$ cat src/rtl/hazard_pkg.sv
// Shared types for the pipeline hazard controller: FSM state encoding
// and forwarding-select encoding used on the fwd_E outputs.
package hazard_pkg;

  localparam int HZ_STATE_W = 2;
  localparam int FWD_SEL_W  = 2;

  typedef enum logic [HZ_STATE_W-1:0] {
    RUN      = 2'd0,
    LU_STALL = 2'd1,
    MC_WAIT  = 2'd2
  } hz_state_e;

  typedef enum logic [FWD_SEL_W-1:0] {
    FWD_RF = 2'b00,
    FWD_W  = 2'b01,
    FWD_M  = 2'b11
  } fwd_sel_e;

endpackage

$ cat src/rtl/hazard_scoreboard.sv
// Pending-result scoreboard for multi-cycle operations. One bit per
// architectural register marks a result that has not reached the register
// file yet; D-stage source addresses are looked up against it.
module hazard_scoreboard
  import hazard_pkg::*;
#(
  parameter int REG_AW  = 5,
  parameter int NUM_SRC = 2
) (
  input  logic                            clk,
  input  logic                            rst_n,
  input  logic                            set_en,
  input  logic [REG_AW-1:0]               set_rd,
  input  logic                            clr_en,
  input  logic [REG_AW-1:0]               clr_rd,
  input  logic [NUM_SRC-1:0][REG_AW-1:0]  lookup_rs,
  output logic [NUM_SRC-1:0]              lookup_hit
);

  localparam int NUM_REGS = 2**REG_AW;

  logic [NUM_REGS-1:0] pending_q;
  logic [NUM_REGS-1:0] pending_d;

  // Next pending vector: clear first so a same-cycle set on the same
  // register wins; x0 can never be pending.
  always_comb begin
    pending_d = pending_q;
    if (clr_en) begin
      pending_d[clr_rd] = 1'b0;
    end
    if (set_en && (set_rd != '0)) begin
      pending_d[set_rd] = 1'b1;
    end
    pending_d[0] = 1'b0;
  end

  // Pending register; reset discards all outstanding multi-cycle results.
  always_ff @(posedge clk) begin
    if (!rst_n) begin
      pending_q <= '0;
    end else begin
      pending_q <= pending_d;
    end
  end

  // Per-source lookup uses the registered vector, so a clear in this cycle
  // still reads as pending until the next edge.
  always_comb begin
    lookup_hit = '0;
    for (int i = 0; i < NUM_SRC; i++) begin
      lookup_hit[i] = (lookup_rs[i] != '0) && pending_q[lookup_rs[i]];
    end
  end

endmodule

$ cat src/rtl/hazard_ctrl.sv
// Pipeline hazard controller for the 5-stage core: operand forwarding,
// load-use and multi-cycle scoreboard stalls, branch flushes, and a
// saturating count of stalled cycles.
module hazard_ctrl
  import hazard_pkg::*;
#(
  parameter int NUM_SRC = 2,
  parameter int REG_AW  = 5,
  parameter int CNT_W   = 32
) (
  input  logic                           clk,
  input  logic                           rst_n,
  input  logic [NUM_SRC-1:0][REG_AW-1:0] rs_D,
  input  logic [NUM_SRC-1:0][REG_AW-1:0] rs_E,
  input  logic [REG_AW-1:0]              rs2_M,
  input  logic [REG_AW-1:0]              rd_E,
  input  logic [REG_AW-1:0]              rd_M,
  input  logic [REG_AW-1:0]              rd_W,
  input  logic                           reg_wr_E,
  input  logic                           reg_wr_M,
  input  logic                           reg_wr_W,
  input  logic                           load_E,
  input  logic                           mc_issue_E,
  input  logic                           mc_done,
  input  logic [REG_AW-1:0]              mc_rd,
  input  logic                           branch_taken_E,
  input  logic                           cnt_clr,
  output logic [NUM_SRC-1:0][1:0]        fwd_E,
  output logic                           fwd_M,
  output logic                           stall_F,
  output logic                           stall_D,
  output logic                           flush_D,
  output logic                           flush_E,
  output logic [1:0]                     hz_state,
  output logic [CNT_W-1:0]               stall_cnt
);

  hz_state_e          state_q;
  hz_state_e          state_d;
  logic [CNT_W-1:0]   stall_cnt_q;
  logic [CNT_W-1:0]   stall_cnt_d;
  logic [NUM_SRC-1:0] sb_hit;
  logic               lu;
  logic               sb;

  hazard_scoreboard #(
    .REG_AW  (REG_AW),
    .NUM_SRC (NUM_SRC)
  ) u_scoreboard (
    .clk        (clk),
    .rst_n      (rst_n),
    .set_en     (mc_issue_E),
    .set_rd     (rd_E),
    .clr_en     (mc_done),
    .clr_rd     (mc_rd),
    .lookup_rs  (rs_D),
    .lookup_hit (sb_hit)
  );

  // Forwarding selects per E-stage source; the younger M result beats W,
  // x0 always reads the register file, and reset forces the RF path.
  always_comb begin
    fwd_E = '0;
    for (int i = 0; i < NUM_SRC; i++) begin
      fwd_E[i] = FWD_RF;
      if (rst_n && (rs_E[i] != '0)) begin
        if (reg_wr_M && (rs_E[i] == rd_M)) begin
          fwd_E[i] = FWD_M;
        end else if (reg_wr_W && (rs_E[i] == rd_W)) begin
          fwd_E[i] = FWD_W;
        end
      end
    end
    fwd_M = rst_n && reg_wr_W && (rd_W != '0) && (rs2_M == rd_W);
  end

  // Hazard detection: a load in E feeding any D source, or any D source
  // still waiting on a multi-cycle result.
  always_comb begin
    lu = 1'b0;
    if (load_E && reg_wr_E && (rd_E != '0)) begin
      for (int i = 0; i < NUM_SRC; i++) begin
        if (rs_D[i] == rd_E) begin
          lu = 1'b1;
        end
      end
    end
    sb = |sb_hit;
  end

  // Pipeline controls; a taken branch kills the stalled instruction so the
  // stall is dropped in favour of the flush.
  always_comb begin
    stall_F = 1'b0;
    stall_D = 1'b0;
    flush_D = 1'b0;
    flush_E = 1'b0;
    if (rst_n) begin
      stall_F = (lu || sb) && !branch_taken_E;
      stall_D = (lu || sb) && !branch_taken_E;
      flush_D = branch_taken_E;
      flush_E = lu || sb || branch_taken_E;
    end
  end

  // Next-state logic; load-use outranks the scoreboard and a taken branch
  // always returns to RUN.
  always_comb begin
    state_d = state_q;
    case (state_q)
      RUN: begin
        if (lu) begin
          state_d = LU_STALL;
        end else if (sb) begin
          state_d = MC_WAIT;
        end
      end
      LU_STALL: begin
        state_d = RUN;
      end
      MC_WAIT: begin
        state_d = sb ? MC_WAIT : RUN;
      end
      default: begin
        state_d = RUN;
      end
    endcase
    if (branch_taken_E) begin
      state_d = RUN;
    end
  end

  // Stall counter: clear wins, otherwise count stalled cycles up to all-ones.
  always_comb begin
    stall_cnt_d = stall_cnt_q;
    if (cnt_clr) begin
      stall_cnt_d = '0;
    end else if (stall_D && (stall_cnt_q != {CNT_W{1'b1}})) begin
      stall_cnt_d = stall_cnt_q + 1'b1;
    end
  end

  // State and counter registers.
  always_ff @(posedge clk) begin
    if (!rst_n) begin
      state_q     <= RUN;
      stall_cnt_q <= '0;
    end else begin
      state_q     <= state_d;
      stall_cnt_q <= stall_cnt_d;
    end
  end

  assign hz_state  = state_q;
  assign stall_cnt = stall_cnt_q;

endmodule

$ cat config.mk
export PLATFORM = sky130hd
export DESIGN_NAME = hazard_ctrl
export DESIGN_NICKNAME = d
export VERILOG_FILES = /design/src/rtl/hazard_pkg.sv /design/src/rtl/hazard_scoreboard.sv /design/src/rtl/hazard_ctrl.sv
export SDC_FILE = /design/constraint.sdc
export NUM_CORES = 1
export LEC_CHECK = 0
export CORE_MARGIN = 8
export CORE_UTILIZATION = 46
export CTS_CLUSTER_DIAMETER = 80
export DETAILED_ROUTE_END_ITERATION = 10
export HOLD_SLACK_MARGIN = 0.1
export MAX_ROUTING_LAYER = met4
export PLACE_DENSITY_LB_ADDON = 0.3
export SETUP_SLACK_MARGIN = 0.02
export SYNTH_ARGS = -nofsm -noshare
export SYNTH_HDL_FRONTEND = slang
export SYNTH_SLANG_ARGS = --single-unit
$ cat constraint.sdc
create_clock -name clk -period 3.05 [get_ports clk]
set_input_delay 0.61 -clock clk [delete_from_list [all_inputs] [get_ports clk]]
set_output_delay 0.61 -clock clk [all_outputs]
set_load 0.03 [all_outputs]
==> results_dict.tcl <==
set metrics [dict create \
    status "finished clean" \
    crit_buf_inv 2 \
    track_usage_pct 22.1 \
    synthCells 533 \
    grt_overflow 0 \
    clkPwrFrac_pct 38.4 \
    fillCellCount 778 \
    ys_warn_count 0 \
    fin_ws_ns 0.107 \
    synth.top_cell.area_share_pct 30.1 \
    whs_ns 0.451 \
    path_max_fanout 7 \
    slowest_delay_ns 0.50 \
    fin_nets 709 \
    worst_pin_slew_ns 0.505 \
    wl_per_cell_um 18.2 \
    relSlewSlack_pct 66.0 \
    layout.cells.non_filler 769 \
    crit_path_top_delay_cell "mux4_2" \
    synth_simple_gate_area_share_pct 26.4 \
    startpoint_type "primary input" \
    yosys.area.top_type "dfxtp_1" \
    rows 35 \
    rsz0062_at_grt "false" \
    die_y_um 113 \
    wl_um 14000 \
    clk_pin_slew_ns 0.08 \
    final_common_cell "clkdlybuf4s50_1" \
    post-dp-hpwl_um 10400 \
    dieArea_um2 12800 \
    vias_per_cell 6.00 \
    dp.cells 744 \
    final_layout_size_suffix_gt1_share_pct 15.5 \
    synth_top_family_by_area "simple AND/OR/NAND/NOR gates" \
    synth_mux_area_share_pct 9.06 \
    hold_path.class "reg -> reg" \
    path_delay_family "multiplexers" \
    rrSetupSlack_ns 0.34 \
    cts_tree "built" \
    ys_types 56 \
    maxCapViolations 0 \
    synth_ff_type "dfxtp_1" \
    skew_ns 0.0183 \
    synth_compound_area_share_pct 22.0 \
    powerDensity_nw_per_um2 339 \
    antenna_found_initial 0 \
    end_kind "output pin" \
    synthAdderAreaFrac_pct 0.290 \
    p_total_mw 1.98 \
    clock-sinks 65 \
    setup_viol 0 \
    pwr-share-seq_pct 43.4 \
    post-route-period-util_pct 96.5 \
    synth_enable_flop_cells 0 \
    async_flop_share_pct 0 \
    p_int_mw 1.42 \
    core_area_um2 9200 \
    cp_cell_sequence "buf_12 -> mux4_2 -> mux2_4 -> nand3_2 -> and4_4 -> and3_4 -> nand2_2 -> o21a_1 -> buf_6" \
    dpl_cell_area_um2 5540 \
    drt_iter0_markers 340 \
    final_cell_area_um2 5840 \
    syn_area_um2 4320 \
    critPathKind "in -> out" \
    initial_core_util_pct 47.0 \
    postCtsHoldBufs 0 \
    vias 4617 \
    peakVddDrop_uv 265 \
    p_leak_nw 2.17 \
    finalHoldViolations 0 \
    diodes 0 \
    ys_ff_latch 65 \
    dp_slack_ns -0.748 \
    syn_nets 589 \
    seqCellArea_um2 1300 \
    clk_path_buf_depth 2 \
    slew_viol_final 0 \
    crit_arrival_ns 2.33 \
    syn_to_final_growth_pct 35.2 \
    port_buffers 97 \
    die_w_um 113 \
    drtAntennaViolNets 0 \
    cts_buffers 9 \
    synth_area_leaders "dfxtp_1 (30%), nand2_1 (5.7%), a21boi_0 (5.4%), o21ai_0 (4.7%), xor2_1 (4.5%)" \
    cp.required_ns 2.44 \
    final_cell_mix "clkdlybuf4s50_1 (77), nand2_1 (65), dfxtp_1 (65)" \
    swShare_pct 28.4 \
    yosysSeqAreaShare_pct 30.1 \
    combPwrFrac_pct 18.2 \
    drc 0 \
    grt_pass1_wl_um 22500 \
    multi_input_area_um2 2840 \
    gp_congestion 0.909 \
    boundaryPins 98 \
    netSwitchingPower_uw 562 \
    root_buffer "clkbuf_8" \
    firstDrtPassIters 5 \
    syn_area_per_cell_um2 8.11 \
    clk_latency_ns 0.35 \
    synth-xor-area-share_pct 6.89 \
    grt_max_degree 39 \
    grt_pass1_vias 4559 \
    max_freq_mhz 340 \
    cts_max_level 3 \
    fin_crit_ns 2.94 \
]
per-stage QoR:
| stage | util [%] | setup TNS [ns] |
|---|---|---|
| after floorplan | - | 0 |
| after global placement | 60.2 | -5.09 |
| after detailed placement | 60.2 | -7.03 |
| after CTS | 63.3 | 0 |
| after global routing | 63.5 | 0 |
| final | 63.5 | 0 |
Yosys cell counts (12+ instances only):
master,instances
nand3_1,21
nand2_1,66
clkbuf_1,18
nor2_1,29
nand4_1,14
xnor2_1,12
a21oi_1,26
and3_1,12
inv_1,13
a21boi_0,31
dfxtp_1,65
xor2_1,22
o21ai_0,41
mux2i_1,17
metal layers:
metal  routed length, µm  vias up  track usage [%]
met4                 372        0             8.79
met2                7140      210             38.7
met5                   0        -                -
met1                5560     2167             23.9
met3                 917       34             4.90
li1                    -     2206                -
flip-flops by register name (all words and copies together), names as in the netlist:
signal,flops
u_scoreboard.pending_q,31
hz_state,2
stall_cnt,32
cells by family (layout without fill, tap and decap cells):
family,after synthesis,count (layout)
simple gates,215,215
compound gates,143,143
flops,65,65
buf+inv,47,172
xor+xnor,34,34
mux,28,28
fa+ha+maj,1,1
cell type report:
class / instances / share of cell area (%)
flip-flops and latches: 65 / 22.3
clock buffers: 9 / 2.12
well taps: 111 / 2.38
repair buffers: 142 / 22.5
multi-input cells: 421 / 48.5
clock inverters: 7 / 1.33
inverters: 14 / 0.899
path summary, 6_finish.rpt:
kind,from,end,cells past startpoint
setup / recovery,rs_D[5],flush_E,9
hold / removal,hz_state[0],hz_state[1],1
setup reg to reg,stall_cnt[2],stall_cnt[31],7
hold reg to reg,hz_state[0],hz_state[1],1
repair_timing:
item	4_1_cts	5_1_grt
setup endpoints to repair	3	3
gates resized for setup	39	18
gates cloned	1	0
pin swaps	5	8
endpoints found under the hold margin	0	0
buffers inserted	8	1
power by group through the flow:
stage	Clock, mW	Combinational [mW]	Sequential, mW
2_1_floorplan	0	0.171	0.880
3_3_place_gp	0	0.332	0.879
3_5_place_dp	0	0.340	0.879
4_1_cts	0.764	0.353	0.860
5_1_grt	0.805	0.386	0.861
6_report	0.761	0.360	0.860
Note: power is estimated with default switching activity, not from simulation.
